## src/rtl/tetris_pkg.sv

```systemverilog
// tetris_pkg: shared button indices and channel FSM state for the Tetris input conditioner
package tetris_pkg;
    localparam int BTN_RIGHT = 0;
    localparam int BTN_LEFT  = 1;
    localparam int BTN_ROT   = 2;
    localparam int BTN_DROP  = 3;
    typedef enum logic [1:0] {IDLE, HELD, REPEAT} chan_state_e;
endpackage

```

## src/rtl/tetris_btn_chan.sv

```systemverilog
// tetris_btn_chan: one button channel - synchroniser, debounce, press/auto-repeat FSM
module tetris_btn_chan
    import tetris_pkg::*;
#(
    parameter int DEB_CYCLES = 16,
    parameter int DAS_CYCLES = 200,
    parameter int ARR_CYCLES = 50,
    parameter bit REPEAT_ON  = 1'b1
) (
    input  logic clk,
    input  logic rst,
    input  logic en,
    input  logic btn,
    output logic held,
    output logic pulse
);
    localparam int DW   = $clog2(DEB_CYCLES) + 1;
    localparam int RMAX = DAS_CYCLES > ARR_CYCLES ? DAS_CYCLES : ARR_CYCLES;
    localparam int RW   = $clog2(RMAX) + 1;
    logic          sync_a, sync_b, stable, stable_q, flip, live, press, das_tc, arr_tc;
    logic [DW-1:0] dcnt;
    logic [RW-1:0] rcnt, rcnt_nxt;
    chan_state_e   state, state_nxt;
    assign flip   = (sync_b != stable) && (dcnt == DW'(DEB_CYCLES - 1));
    assign live   = stable && !flip;
    assign press  = stable && !stable_q;
    assign das_tc = rcnt == RW'(DAS_CYCLES - 1);
    assign arr_tc = rcnt == RW'(ARR_CYCLES - 1);
    assign held   = stable;
    always_ff @(posedge clk or posedge rst) begin
        if (rst) begin
            sync_a   <= 1'b0;
            sync_b   <= 1'b0;
            stable   <= 1'b0;
            stable_q <= 1'b0;
            dcnt     <= '0;
        end else begin
            sync_a   <= btn;
            sync_b   <= sync_a;
            stable_q <= stable;
            if (sync_b == stable) dcnt <= '0;
            else if (flip) begin
                stable <= ~stable;
                dcnt   <= '0;
            end else dcnt <= dcnt + DW'(1);
        end
    end
    always_ff @(posedge clk or posedge rst) begin
        if (rst) begin
            state <= IDLE;
            rcnt  <= '0;
        end else begin
            state <= state_nxt;
            rcnt  <= rcnt_nxt;
        end
    end
    // HELD without repeat parks at the DAS terminal count instead of wrapping
    always_comb begin
        state_nxt = state;
        rcnt_nxt  = rcnt;
        if (!en) begin
            state_nxt = IDLE;
            rcnt_nxt  = '0;
        end else begin
            case (state)
                IDLE: if (press) begin
                    state_nxt = HELD;
                    rcnt_nxt  = '0;
                end
                HELD: if (!stable) state_nxt = IDLE;
                    else if (!das_tc) rcnt_nxt = rcnt + RW'(1);
                    else if (REPEAT_ON) begin
                        state_nxt = REPEAT;
                        rcnt_nxt  = '0;
                    end
                REPEAT: if (!stable) state_nxt = IDLE;
                    else rcnt_nxt = arr_tc ? '0 : rcnt + RW'(1);
                default: state_nxt = IDLE;
            endcase
        end
    end
    // a pulse due in the cycle the stable level drops is suppressed: release wins
    always_comb begin
        pulse = (state == IDLE && press)
             || (state == HELD && REPEAT_ON && live && das_tc)
             || (state == REPEAT && live && arr_tc);
    end
endmodule

```

## src/rtl/tetris_input_ctrl.sv

```systemverilog
// tetris_input_ctrl: per-button debounce/auto-repeat channels, enable masking and
// lowest-index arbitration among mutually exclusive moves
module tetris_input_ctrl
    import tetris_pkg::*;
#(
    parameter int                 NUM_BTN    = 4,
    parameter int                 DEB_CYCLES = 16,
    parameter int                 DAS_CYCLES = 200,
    parameter int                 ARR_CYCLES = 50,
    parameter logic [NUM_BTN-1:0] REPEAT_EN  = 4'b0011,
    parameter logic [NUM_BTN-1:0] EXCL_MASK  = 4'b0011
) (
    input  logic               clk,
    input  logic               rst,
    input  logic               en,
    input  logic [NUM_BTN-1:0] btn,
    output logic [NUM_BTN-1:0] move,
    output logic [NUM_BTN-1:0] held
);
    logic [NUM_BTN-1:0] pulse, cand, win;
    logic               found;
    for (genvar g = 0; g < NUM_BTN; g++) begin : g_chan
        tetris_btn_chan #(
            .DEB_CYCLES(DEB_CYCLES),
            .DAS_CYCLES(DAS_CYCLES),
            .ARR_CYCLES(ARR_CYCLES),
            .REPEAT_ON (REPEAT_EN[g])
        ) u_chan (
            .clk  (clk),
            .rst  (rst),
            .en   (en),
            .btn  (btn[g]),
            .held (held[g]),
            .pulse(pulse[g])
        );
    end
    // losers are simply dropped; their channel timing carries on untouched
    always_comb begin
        cand  = pulse & {NUM_BTN{en}};
        win   = cand;
        found = 1'b0;
        for (int i = 0; i < NUM_BTN; i++) begin
            if (EXCL_MASK[i]) begin
                if (found) win[i] = 1'b0;
                found = found | cand[i];
            end
        end
    end
    always_ff @(posedge clk or posedge rst) begin
        if (rst) move <= '0;
        else move <= win;
    end
endmodule

```

## config.mk

```make
export PLATFORM = sky130hd
export DESIGN_NAME = tetris_input_ctrl
export DESIGN_NICKNAME = d
export VERILOG_FILES = /design/src/rtl/tetris_pkg.sv /design/src/rtl/tetris_btn_chan.sv /design/src/rtl/tetris_input_ctrl.sv
export SDC_FILE = /design/constraint.sdc
export NUM_CORES = 1
export LEC_CHECK = 0
export CAP_MARGIN = 0
export CORE_MARGIN = 4
export CORE_UTILIZATION = 60
export DETAILED_ROUTE_END_ITERATION = 16
export PLACE_DENSITY = 0.9
export SLEW_MARGIN = 20
export SYNTH_ARGS = -nofsm -noshare
export SYNTH_HDL_FRONTEND = slang
export SYNTH_SLANG_ARGS = --single-unit
```

## constraint.sdc

```tcl
create_clock -name clk -period 5 [get_ports clk]
set_clock_uncertainty 0.05 [all_clocks]
set_input_delay 1 -clock clk [delete_from_list [all_inputs] [get_ports clk]]
set_output_delay 1 -clock clk [all_outputs]
set_load 0.05 [all_outputs]
```

# Word level (Yosys, flattened, before mapping)
# Cells that the tools add are included.
# Widths: inputs -> output; s select.
dict set report word_totals {
  ff_bits 84
  out_inout_bits 8
  word_cells 215
}
dict set report op_classes {
  add_sub_neg 8
  eq_ne 52
  n_mux 57
  bitwise_logic 9
  reduce_logical 60
}
# cell n
set ops {}
lappend ops {{$mux 9} 24}
lappend ops {{$pmux 9 s3} 4}
lappend ops {{$mux 5} 8}
lappend ops {{$add 9x1->9 const B} 4}
lappend ops {{$eq 9x6->1 const B} 4}
lappend ops {{$eq 9x8->1 const B} 4}
lappend ops {{$ne 3x2->1 const B} 12}
lappend ops {{$mux 2} 16}
lappend ops {{$logic_and 1x1->1} 28}
lappend ops {{$add 5x1->5 const B} 4}
lappend ops {{$eq 5x4->1 const B} 4}
lappend ops {{$ne 3x3->1 const B} 6}
lappend ops {{$ne 4x1->1 const B} 4}
lappend ops {{$pmux 2 s3} 2}
lappend ops {{$reduce_and 2->1} 6}
lappend ops {{$reduce_and 5->1} 2}
lappend ops {{$eq 2x1->1 const B} 4}
lappend ops {{$eq 2x2->1 const B} 4}
lappend ops {{$logic_not 1->1} 8}
lappend ops {{$logic_not 2->1} 4}
lappend ops {{$ne 4x4->1 const B} 2}
lappend ops {{$not 1->1} 8}
lappend ops {{$pmux 2 s2} 2}
lappend ops {{$reduce_and 4->1} 2}
lappend ops {{7 further kinds} 20}

# Longest topological paths before layout
# Gate-level depths: netlist (run 1).
dict set report depth {
  word_depth 10
  mapped_depth 7
  mapped_depth_nobuf 6
}

# Hierarchy
# From an unflattened synthesis (run 1), not the netlist that was laid out.
dict set report unflattened {
  cells_unflattened 294
  hier_area_um2 3216.8
}
# mod instances cells_each area_each_um2
set by_module_without_submodules {}
lappend by_module_without_submodules {{tetris_btn_chan (g_chan[0].u_chan)} 1 114 1197.4}
lappend by_module_without_submodules {{tetris_btn_chan (g_chan[1].u_chan)} 1 111 1118.6}
lappend by_module_without_submodules {{tetris_btn_chan (g_chan[2].u_chan ...)} 2 30 382.9}
lappend by_module_without_submodules {tetris_input_ctrl 1 9 135.1}

# Worst setup path after synthesis (run 1)
# OpenSTA, ideal clock, no wires.
dict set report synth_timing {
  path_kind {input -> register}
  startpoint {in en}
  endpoint {reg g_chan[0].u_chan.state[0]}
  arrival_time_ps 1933
  slack_ps 2937
  stages 5
  path_buffers 2
  path_cell_list {buf_2 > clkbuf_1 > o21ai_0 > a21oi_1 > mux2i_1}
}
dict set report synth_via {
  elab_chain_len 2
  elab_cells_between_ends 5
  classes_between {eq/ne: 3; mux: 1; reduce/logical: 1}
}
# item line_no
set synth_lines {}
lappend synth_lines {{from (decl)} tetris_input_ctrl.sv:15} ;# input logic en,
lappend synth_lines {{$ne 4x4->1 (no source line), or another cell as far along} n/a}
lappend synth_lines {{$reduce_and 3->1 (no source line)} n/a}
lappend synth_lines {{to (signal assigned)} tetris_btn_chan.sv:53} ;# state <= state_nxt;
lappend synth_lines {{to (decl)} tetris_btn_chan.sv:23} ;# chan_state_e state, state_nxt;
# Parallel ways exist; a longest one is shown, timed or not.
# A chain may end at the register's enable or synchronous reset.

# Worst setup path in the final report (run 1)
dict set report layout_timing {
  startpoint {in en}
  endpoint {reg g_chan[0].u_chan.rcnt[2]}
}
dict set report layout_via {
  elab_chain_len 2
  elab_cells_between_ends 6
  classes_between {eq/ne: 4; mux: 1; reduce/logical: 1}
}
# item line_no
set layout_lines {}
lappend layout_lines {{$ne 4x1->1 (no source line) or $ne 3x2->1 (tied branches)} n/a}
lappend layout_lines {{$reduce_and 4->1 (no source line)} n/a}
lappend layout_lines {{to (signal assigned)} tetris_btn_chan.sv:54} ;# rcnt <= rcnt_nxt;
lappend layout_lines {{to (decl)} tetris_btn_chan.sv:22} ;# logic [RW-1:0] rcnt, rcnt_nxt;
# Parallel ways exist; a longest one is shown, timed or not.

==> run metrics, run 1 <==
status completed; vias after detailed routing approximately 2.4k; Slew HR a little over two fifths; f_max between 300 and 400 MHz; Clock transition at path regs roughly 70 ps; post-cts sizing count 0; # DRC 0; pre-CTS WS ~1700 ps; Final Hold Viols 0; nature of the critical path endpoint flip-flop; cts hold-fix bufs 0; total CTS buffers 9; first-pass GRT wire length approximately 11000 µm; Syn Inst Count 308; die width between 80 and 90 µm; n_diodes 0; Synth Cell Area 3210 µm²; multi-input logic area 1470 µm²; worst min path class reg2reg; final instance area 3560 µm²; Seq. cell area ~1600 µm²; PD cells between 300 and 400 nW/µm²; drt total wl 6050 µm; CP Cell Sequence clkdlybuf4s50_1 -> nand3_1 -> a21oi_1 -> o21ai_1 -> o311ai_1; DRT Pass-1 Iters 5; CP required roughly 5200 ps; LEAKAGE 1.54 nW; register area share after synthesis between 40% and 50%; Final Core Density between 60% and 70%; Startpoint Class primary input; reg2reg path depth 5; via/cell ratio ~6; syn_area_per_cell roughly 10 µm²; hold_ws 303 ps; most frequent cells in the layout 64 x dfrtp_1, 28 x nand2_1, 22 x nand3_1; post-synthesis register bit count 64; Final Wtd Congestion about 0.85; FF-to-FF Start g_chan[0].u_chan.rcnt[0]; setup total negative slack 0 ps; fin nets 345; post-route ant nets 0; largest net degree at the start of global routing 40; CTS root buffer clkbuf_8; Final Setup Violations 0; Synth Warn # 0; H-tree Lvls 3; flop2flop setup slack 2800 ps; Worst Setup Slack, final 1990 ps; slowest cell delay on critical path 850 ps; row count 26; PortBufs 14; Max rail drop VDD ~210 µV; Area Growth Syn to Fin 10.7%; CP startpoint en; syn_nets roughly 330; Die H 81.2 µm; hpwl dp 4080 µm; # Post-CTS Setup Buffers 0; vias in the first global route about 2.4k; initial antenna violation count 0; RSZ-0062 raised after global routing false; overall power after layout between 1 and 1.5 mW; remaining global-route overflow 0; Clock Sinks 64; Arr. time, crit path 3200 ps; starting density of the core between 60% and 70%; worst skew pair latency 350 ps; CP max FO 19; slowest CP cell clkdlybuf4s50_1; crit path to g_chan[0].u_chan.rcnt[2]; Max Slew Vio Count 0; WS Path Type in2reg; max-capacitance violation count 0; wire per inst 15.2 µm; Worst Tran Pin Value roughly 860 ps; CTS tree yes; post-route insts no fill 397; total die area 6590 µm²; CTS max path bufs 2; initial drt markers between 150 and 200; io pins 15; proportion of layout cells with a drive suffix above 1 about 10%; Cells after DPL around 380; GRT Total Usage between 20 and 25%; Hold Crit Depth 0; Synth cell types 55; post-route clock period utilization between 60 and 70%; Reg-to-Reg End g_chan[0].u_chan.rcnt[2]; commonest non-fill, non-tap cell in the layout dfrtp_1; Tmin final 3010 ps; fill cell count 375; area of placed instances 3370 µm²; Core Footprint a little over 5000 µm²
area by class of cell:
cell class / instances / share of cell area [%]
repair buffers: 15 / 4.15
flip-flops and latches: 64 / 45.0
clock inverters: 5 / 1.62
clock buffers: 11 / 3.69
multi-input cells: 215 / 41.3
inverters: 17 / 1.79
well taps: 70 / 2.46
kinds of logic after synthesis:
kind of cell	synth area share (%)
AND/OR/NAND/NOR	18.7
AO/OA/AOI/OAI	15.1
flip-flops	49.8
buffers and inverters	4.48
adder cells (fa/ha/maj)	6.23
XOR/XNOR	3.00
multiplexers	2.65
metal layers:
metal / wire length [µm] / global-route usage (%)
met5: 0 / 0
met2: 3110 / 35.1
met4: 121 / 8.61
met1: 2550 / 26.1
met3: 272 / 7.87
cells in the mapped netlist (all sizes together):
| cell type | n | area [µm²] |
|---|---|---|
| a21bo | 3 | 30.0 |
| a21boi | 1 | 7.51 |
| a21oi | 13 | 72.6 |
| and2 | 5 | 31.3 |
| and3 | 4 | 25.0 |
| and4 | 1 | 8.76 |
| and4b | 1 | 10.0 |
| buf | 11 | 76.3 |
| clkbuf | 1 | 3.75 |
| dfrtp | 64 | 1600 |
| ha | 16 | 200 |
| inv | 17 | 63.8 |
| mux2 | 4 | 45.0 |
| mux2i | 4 | 40.0 |
| nand2 | 28 | 105 |
| nand2b | 1 | 6.26 |
| nand3 | 22 | 110 |
| nand3b | 1 | 7.51 |
| nand4 | 3 | 18.8 |
| nand4b | 1 | 8.76 |
| nand4bb | 2 | 22.5 |
| nor2 | 18 | 72.6 |
| nor2b | 2 | 12.5 |
| nor3 | 9 | 45.0 |
| nor4 | 3 | 25.0 |
| nor4b | 2 | 23.8 |
| nor4bb | 2 | 20.0 |
| o2111a | 1 | 11.3 |
| o2111ai | 1 | 8.76 |
| o211a | 1 | 10.0 |
| o211ai | 16 | 130 |
| o21a | 2 | 15.0 |
| o21ai | 16 | 80.1 |
| o221ai | 7 | 61.3 |
| o311ai | 3 | 26.3 |
| o31a | 2 | 18.8 |
| o31ai | 2 | 15.0 |
| or2 | 1 | 6.26 |
| or2b | 1 | 7.51 |
| or3 | 5 | 32.5 |
| xnor2 | 2 | 17.5 |
| xor2 | 9 | 78.8 |
where the power goes:
part	internal, mW	switching (mW)
sequential	0.539	0.0171
combinational	0.0592	0.0990
clock	0.229	0.202
total	0.828	0.318
sequential cells by signal, indices dropped and copies added (netlist names):
name / flops
g_chan.u_chan.state: 6
g_chan.u_chan.dcnt: 20
move: 4
g_chan.u_chan.rcnt: 18
g_chan.u_chan.held: 4
g_chan.u_chan.sync_b: 4
g_chan.u_chan.stable_q: 4
g_chan.u_chan.sync_a: 4
worst min path at each step:
stage                            startpoint                      end
floorplan           g_chan[0].u_chan.sync_a  g_chan[0].u_chan.sync_b
global placement    g_chan[3].u_chan.sync_a  g_chan[3].u_chan.sync_b
detailed placement  g_chan[3].u_chan.sync_a  g_chan[3].u_chan.sync_b
CTS                 g_chan[2].u_chan.sync_a  g_chan[2].u_chan.sync_b
global route        g_chan[2].u_chan.sync_a  g_chan[2].u_chan.sync_b
finish              g_chan[2].u_chan.sync_a  g_chan[2].u_chan.sync_b
critical path: cells and delay by family:
family	cells	cell delay [ps]
buf+inv	1	850
compound gates	3	1210
simple gates	1	130
No activity file was read; power rests on OpenSTA's default activity.
==> run 2, diff against run 1 <==
- CORE_UTILIZATION: 60 -> 54
- PLACE_DENSITY: 0.9 -> 0.86
- clock period: 5 -> 2.7 ns (I/O delays scaled with it)
==> run 2 against run 1 <==
Effect of this change:
- die area grew 10%
- sequential power is 85% higher
- cell count increased by 1.3%
- global-route usage fell by 4.8 points
- critical path depth fell by 4
- routed wire length down 3.3%
- design area up 1.9%
- flip-flop and latch count did not move
- first-iteration DRC count rose by 20%
- clock-buffer cell count is 2 lower
- non-clock buffer count rose by 3
- worst setup slack lost 1600 ps
- critical endpoint is now held[1]
- largest power group unchanged
- highest routed layer unchanged
==> run metrics, run 2 (same netlist as run 1, synthesis figures left out) <==
status completed (unchanged); Clock transition at path regs 70 ps (about the same); n_diodes 0 (unchanged); Worst path top cell family by delay buffers and inverters (was compound AO/OA/AOI/OAI gates); first-pass GRT wire length 9800 µm (was 10700 µm); via/cell ratio 5.83 (was 6.00); largest registers g_chan.u_chan.dcnt: 20 flops, g_chan.u_chan.rcnt: 18 flops, g_chan.u_chan.state: 6 flops (unchanged); setup total negative slack 0 ps (unchanged); Reg-to-Reg End g_chan[1].u_chan.rcnt[5] (was g_chan[0].u_chan.rcnt[2]); reg2reg path depth 6 (was 5); CTS max path bufs 2 (unchanged); vias in the first global route 2194 (was 2403); CTS root buffer clkbuf_8 (unchanged); flop2flop setup slack 670 ps (was 2800 ps); Tmin final roughly 2300 ps; slowest cell delay on critical path 870 ps (was 850 ps); CTS tree yes (unchanged); largest net degree at the start of global routing 31 (was 40); drt total wl 5850 µm (was 6050 µm); Final Wtd Congestion 0.860 (was 0.853); area of placed instances 3410 µm² (was 3370 µm²); final instance area 3620 µm² (was 3560 µm²); total CTS buffers 9 (unchanged); nature of the critical path endpoint output port (was flip-flop); hpwl dp 3980 µm (was 4080 µm); fin nets 348 (was 345); Core Footprint 5640 µm² (was 5140 µm²); Max rail drop VDD 405 µV (was 213 µV); Worst Tran Pin Value 623 ps (was 857 ps); Die H 85.1 µm (was 81.2 µm); worst min path class reg2reg (unchanged); RSZ-0062 raised after global routing false (unchanged); max FFs per register 20 (unchanged); Clock Sinks 64 (unchanged); f_max around 430 MHz; Arr. time, crit path 1730 ps (was 3200 ps); CP startpoint g_chan[1].u_chan.held (was en); commonest non-fill, non-tap cell in the layout dfrtp_1 (unchanged); Worst Setup Slack, final 383 ps (was 1990 ps); post-cts sizing count 0 (unchanged); post-route ant nets 0 (unchanged); # DRC 0 (unchanged); Area Growth Syn to Fin 12.8% (was 10.7%); slowest CP cell clkdlybuf4s50_1 (unchanged); proportion of layout cells with a drive suffix above 1 11.5% (was 10.1%); max-capacitance violation count 0 (unchanged); Final Setup Violations 0 (unchanged); LEAKAGE 1.58 nW (was 1.54 nW); vias after detailed routing 2343 (was 2383); Max Slew Vio Count 0 (unchanged); worst skew pair latency 340 ps (was 350 ps); die width 85.1 µm (was 81.2 µm); # Post-CTS Setup Buffers 0 (unchanged); PD cells 614 nW/µm² (was 322 nW/µm²); CP Cell Sequence clkdlybuf4s50_1 (was clkdlybuf4s50_1 -> nand3_1 -> a21oi_1 -> o21ai_1 -> o311ai_1); Startpoint Class flip-flop (was primary input); cts hold-fix bufs 0 (unchanged); starting density of the core 57.0% (was 62.5%); CP max FO 10 (was 19); initial drt markers 202 (was 168); total die area 7250 µm² (was 6590 µm²); Critical Path Stages 1 (was 5); io pins 15 (unchanged); initial antenna violation count 0 (unchanged); Final Hold Viols 0 (unchanged); DRT Pass-1 Iters 4 (was 5); row count 27 (was 26); FF-to-FF Start g_chan[1].u_chan.state[1] (was g_chan[0].u_chan.rcnt[0]); post-route clock period utilization a little under nine tenths; PortBufs 14 (unchanged); most frequent cells in the layout 64 x dfrtp_1, 28 x nand2_1, 22 x nand3_1 (unchanged); Hold Crit Depth 0 (unchanged); WP buf/inv 1 (unchanged); pre-CTS WS 318 ps (was 1670 ps); crit path to held[1] (was g_chan[0].u_chan.rcnt[2]); Slew HR 58.2% (was 42.9%); remaining global-route overflow 0 (unchanged); CP required 2110 ps (was 5200 ps); H-tree Lvls 3 (unchanged); GRT Total Usage 16.8% (was 21.6%); wire per inst 14.5 µm (was 15.2 µm); Largest Register g_chan.u_chan.dcnt (unchanged); WS Path Type reg2out (was in2reg)
-- run 2: routing by layer --
| metal | wire [µm] | vias up | GRT usage, % |
|---|---|---|---|
| met2 | 2890 | 46 | 27.6 |
| met5 | 0 | - | 0 |
| met3 | 195 | 6 | 2.91 |
| met4 | 72 | 0 | 7.48 |
| met1 | 2690 | 1145 | 21.7 |
| li1 | - | 1146 | - |
-- run 2: how the worst min path moves through the flow --
stage / slack (ps) / from / to
after floorplan: 280 / g_chan[0].u_chan.sync_a / g_chan[0].u_chan.sync_b
after global placement: 280 / g_chan[2].u_chan.sync_a / g_chan[2].u_chan.sync_b
after detailed placement: 290 / g_chan[3].u_chan.sync_a / g_chan[3].u_chan.sync_b
after CTS: 300 / g_chan[3].u_chan.sync_a / g_chan[3].u_chan.sync_b
after global routing: 300 / g_chan[0].u_chan.sync_a / g_chan[0].u_chan.sync_b
final: 300 / g_chan[3].u_chan.sync_a / g_chan[3].u_chan.sync_b
-- run 2: per-stage QoR --
stage                     total power, mW  std cells  util (%)  hold slack (ps)
after floorplan                      1.27        308         -              281
after global placement               1.33        386      60.4              282
after detailed placement             1.33        386      60.4              286
after CTS                            2.24        402      64.2              303
after global routing                 2.32        402      64.2              303
final                                2.22        402      64.2              302
-- run 2: power breakdown --
| group | internal (mW) | switching [mW] | leakage (nW) | total (mW) |
|---|---|---|---|---|
| registers | 0.999 | 0.0333 | 0.862 | 1.03 |
| logic | 0.112 | 0.176 | 0.611 | 0.288 |
| clock network | 0.521 | 0.383 | 0.110 | 0.904 |
| total | 1.63 | 0.593 | 1.58 | 2.22 |
-- run 2: final cells by class --
| type | instances | area, µm² |
|---|---|---|
| tap | 72 | 90.1 |
| multi-input combinational | 215 | 1470 |
| timing repair buffer | 18 | 183 |
| sequential | 64 | 1600 |
| clock buffer | 9 | 124 |
| inverter | 17 | 63.8 |
| fill | 415 | 2020 |
| clock inverter | 7 | 95.1 |
==> run 3, diff against run 2 <==
- CORE_MARGIN: 4 -> unset
==> run 3 against run 2 <==
Effect of this change:
- worst hold slack lost 6.4 ps
- maximum frequency shrank 0.40%
- sequential power is essentially flat
- cell count grew 0.25%
- global-route usage grew 5.4 points
- worst setup slack lost 9.2 ps
- sequential share of layout area is essentially flat
- largest cell class unchanged
==> run metrics, run 3 (same netlist as run 1, synthesis figures left out) <==
# DRC 0 (unchanged); drt total wl 6130 µm (was 5850 µm); hpwl dp 4140 µm (was 3980 µm); largest registers g_chan.u_chan.dcnt: 20 flops, g_chan.u_chan.rcnt: 18 flops, g_chan.u_chan.state: 6 flops (unchanged); fin nets 349 (was 348); die width 79.1 µm (was 85.1 µm); routed wl met2 3130 µm (was 2890 µm); switching pwr 589 µW (was 593 µW); Final Wtd Congestion 0.882 (was 0.860); Worst Tran Pin Value 567 ps (was 623 ps); via/cell ratio 5.89 (was 5.83); Hold EP g_chan[1].u_chan.sync_b (was g_chan[3].u_chan.sync_b); Cells after DPL 387 (was 386); CP required 2110 ps (about the same); vias after detailed routing 2375 (was 2343); RSZ-0062 raised after global routing false (unchanged); hold_ws 295 ps (was 302 ps); slowest cell delay on critical path 880 ps (was 870 ps); setup total negative slack 0 ps (unchanged); vias in the first global route 2347 (was 2194); combinational power share 13.4% (was 13.0%); CTS root buffer clkbuf_8 (unchanged); Tmin final 2330 ps (was 2320 ps); Core Footprint 5610 µm² (was 5640 µm²); row count 27 (unchanged); Hold Crit Depth 0 (unchanged); post-route insts no fill 403 (was 402); worst hold start g_chan[1].u_chan.sync_a (was g_chan[3].u_chan.sync_a); reg2reg path depth 6 (unchanged); f_max 430 MHz (was 432 MHz); fill cell count 434 (was 415); WL met1 2650 µm (was 2690 µm); met3 routed WL 230 µm (was 195 µm); proportion of layout cells with a drive suffix above 1 11.2% (was 11.5%); CTS max path bufs 2 (unchanged); Arr. time, crit path 1740 ps (was 1730 ps); Worst path top cell family by delay buffers and inverters (unchanged); post-cts sizing count 0 (unchanged); FF-to-FF Start g_chan[0].u_chan.state[0] (was g_chan[1].u_chan.state[1]); Area Growth Syn to Fin 12.8% (about the same); Max rail drop VDD 422 µV (was 405 µV); GRT Total Usage 22.2% (was 16.8%); post-route clock period utilization 86.2% (was 85.8%); CP max FO 10 (unchanged); initial drt markers 113 (was 202); total CTS buffers 9 (unchanged); DRT Pass-1 Iters 4 (unchanged); commonest non-fill, non-tap cell in the layout dfrtp_1 (unchanged); LEAKAGE 1.58 nW (about the same); WP buf/inv 1 (unchanged); max-capacitance violation count 0 (unchanged); Final Setup Violations 0 (unchanged); initial antenna violation count 0 (unchanged); slowest CP cell clkdlybuf4s50_1 (unchanged); cts hold-fix bufs 0 (unchanged); worst min path class reg2reg (unchanged); post-route ant nets 0 (unchanged); Clk pwr share 40.8% (was 40.6%); max FFs per register 20 (unchanged); Slew HR 62.0% (was 58.2%); H-tree Lvls 3 (unchanged); largest net degree at the start of global routing 29 (was 31); PortBufs 14 (unchanged); starting density of the core 57.3% (was 57.0%); wire per inst 15.2 µm (was 14.5 µm); Max Slew Vio Count 0 (unchanged); PD cells 622 nW/µm² (was 614 nW/µm²); Startpoint Class flip-flop (unchanged); Clock Sinks 64 (unchanged); Final Hold Viols 0 (unchanged); remaining global-route overflow 0 (unchanged); Seq pwr share 45.8% (was 46.4%); Die H 79.1 µm (was 85.1 µm); worst skew pair latency 350 ps (was 340 ps); most frequent cells in the layout 64 x dfrtp_1, 28 x nand2_1, 22 x nand3_1 (unchanged); CP Cell Sequence clkdlybuf4s50_1 (unchanged); nature of the critical path endpoint output port (unchanged); WS Path Type reg2out (unchanged); Reg-to-Reg End g_chan[0].u_chan.rcnt[4] (was g_chan[1].u_chan.rcnt[5]); Clock transition at path regs 70 ps (about the same); n_diodes 0 (unchanged); status completed (unchanged); total die area 6260 µm² (was 7250 µm²); CTS tree yes (unchanged); switch share 26.2% (was 26.6%); highest routed layer met4 (unchanged); Largest Register g_chan.u_chan.dcnt (unchanged); io pins 15 (unchanged); flop2flop setup slack 710 ps (was 670 ps); # Post-CTS Setup Buffers 0 (unchanged); first-pass GRT wire length 10600 µm (was 9800 µm); cell internal pwr 1.66 mW (was 1.63 mW)
run 3: per-layer routing:
layer  vias up  GRT usage [%]
met1      1167           26.7
met5         -              0
met2        46           37.4
met4         0           9.82
li1       1151              -
met3        11           5.63
run 3: metrics by stage:
stage / area, µm² / power, mW / util [%] / setup WS [ps]
after floorplan: 3210 / 1.27 / - / 512
after global placement: 3400 / 1.32 / 60.6 / 452
after detailed placement: 3400 / 1.34 / 60.6 / 368
after CTS: 3620 / 2.26 / 64.6 / 371
after global routing: 3620 / 2.35 / 64.6 / 317
final: 3620 / 2.25 / 64.6 / 374
run 3: worst max path at each step:
stage / from / to / slack (ps) / cells past startpoint
finish: g_chan[0].u_chan.held / held[0] / 370 / 1
detailed placement: en / g_chan[1].u_chan.rcnt[0] / 370 / 5
floorplan: rst / g_chan[0].u_chan.dcnt[0] / 510 / 1
CTS: g_chan[0].u_chan.held / held[0] / 370 / 1
global placement: en / g_chan[1].u_chan.rcnt[2] / 450 / 5
global route: g_chan[0].u_chan.held / held[0] / 320 / 1
run 3: power groups by stage:
stage,Combinational (mW),Sequential [mW],Clock (mW)
after detailed placement,0.290,1.05,0
final,0.302,1.03,0.920
after CTS,0.305,1.03,0.928
after global routing,0.346,1.03,0.966
after global placement,0.279,1.05,0
after floorplan,0.225,1.04,0
run 3: final cells by class:
class | count | area [µm²] | share of cell area, %
sequential | 64 | 1600 | 44.2
multi-input combinational | 215 | 1470 | 40.5
timing repair buffer | 19 | 178 | 4.90
clock buffer | 12 | 145 | 4.01
tap | 72 | 90.1 | 2.49
clock inverter | 4 | 77.6 | 2.14
inverter | 17 | 63.8 | 1.76
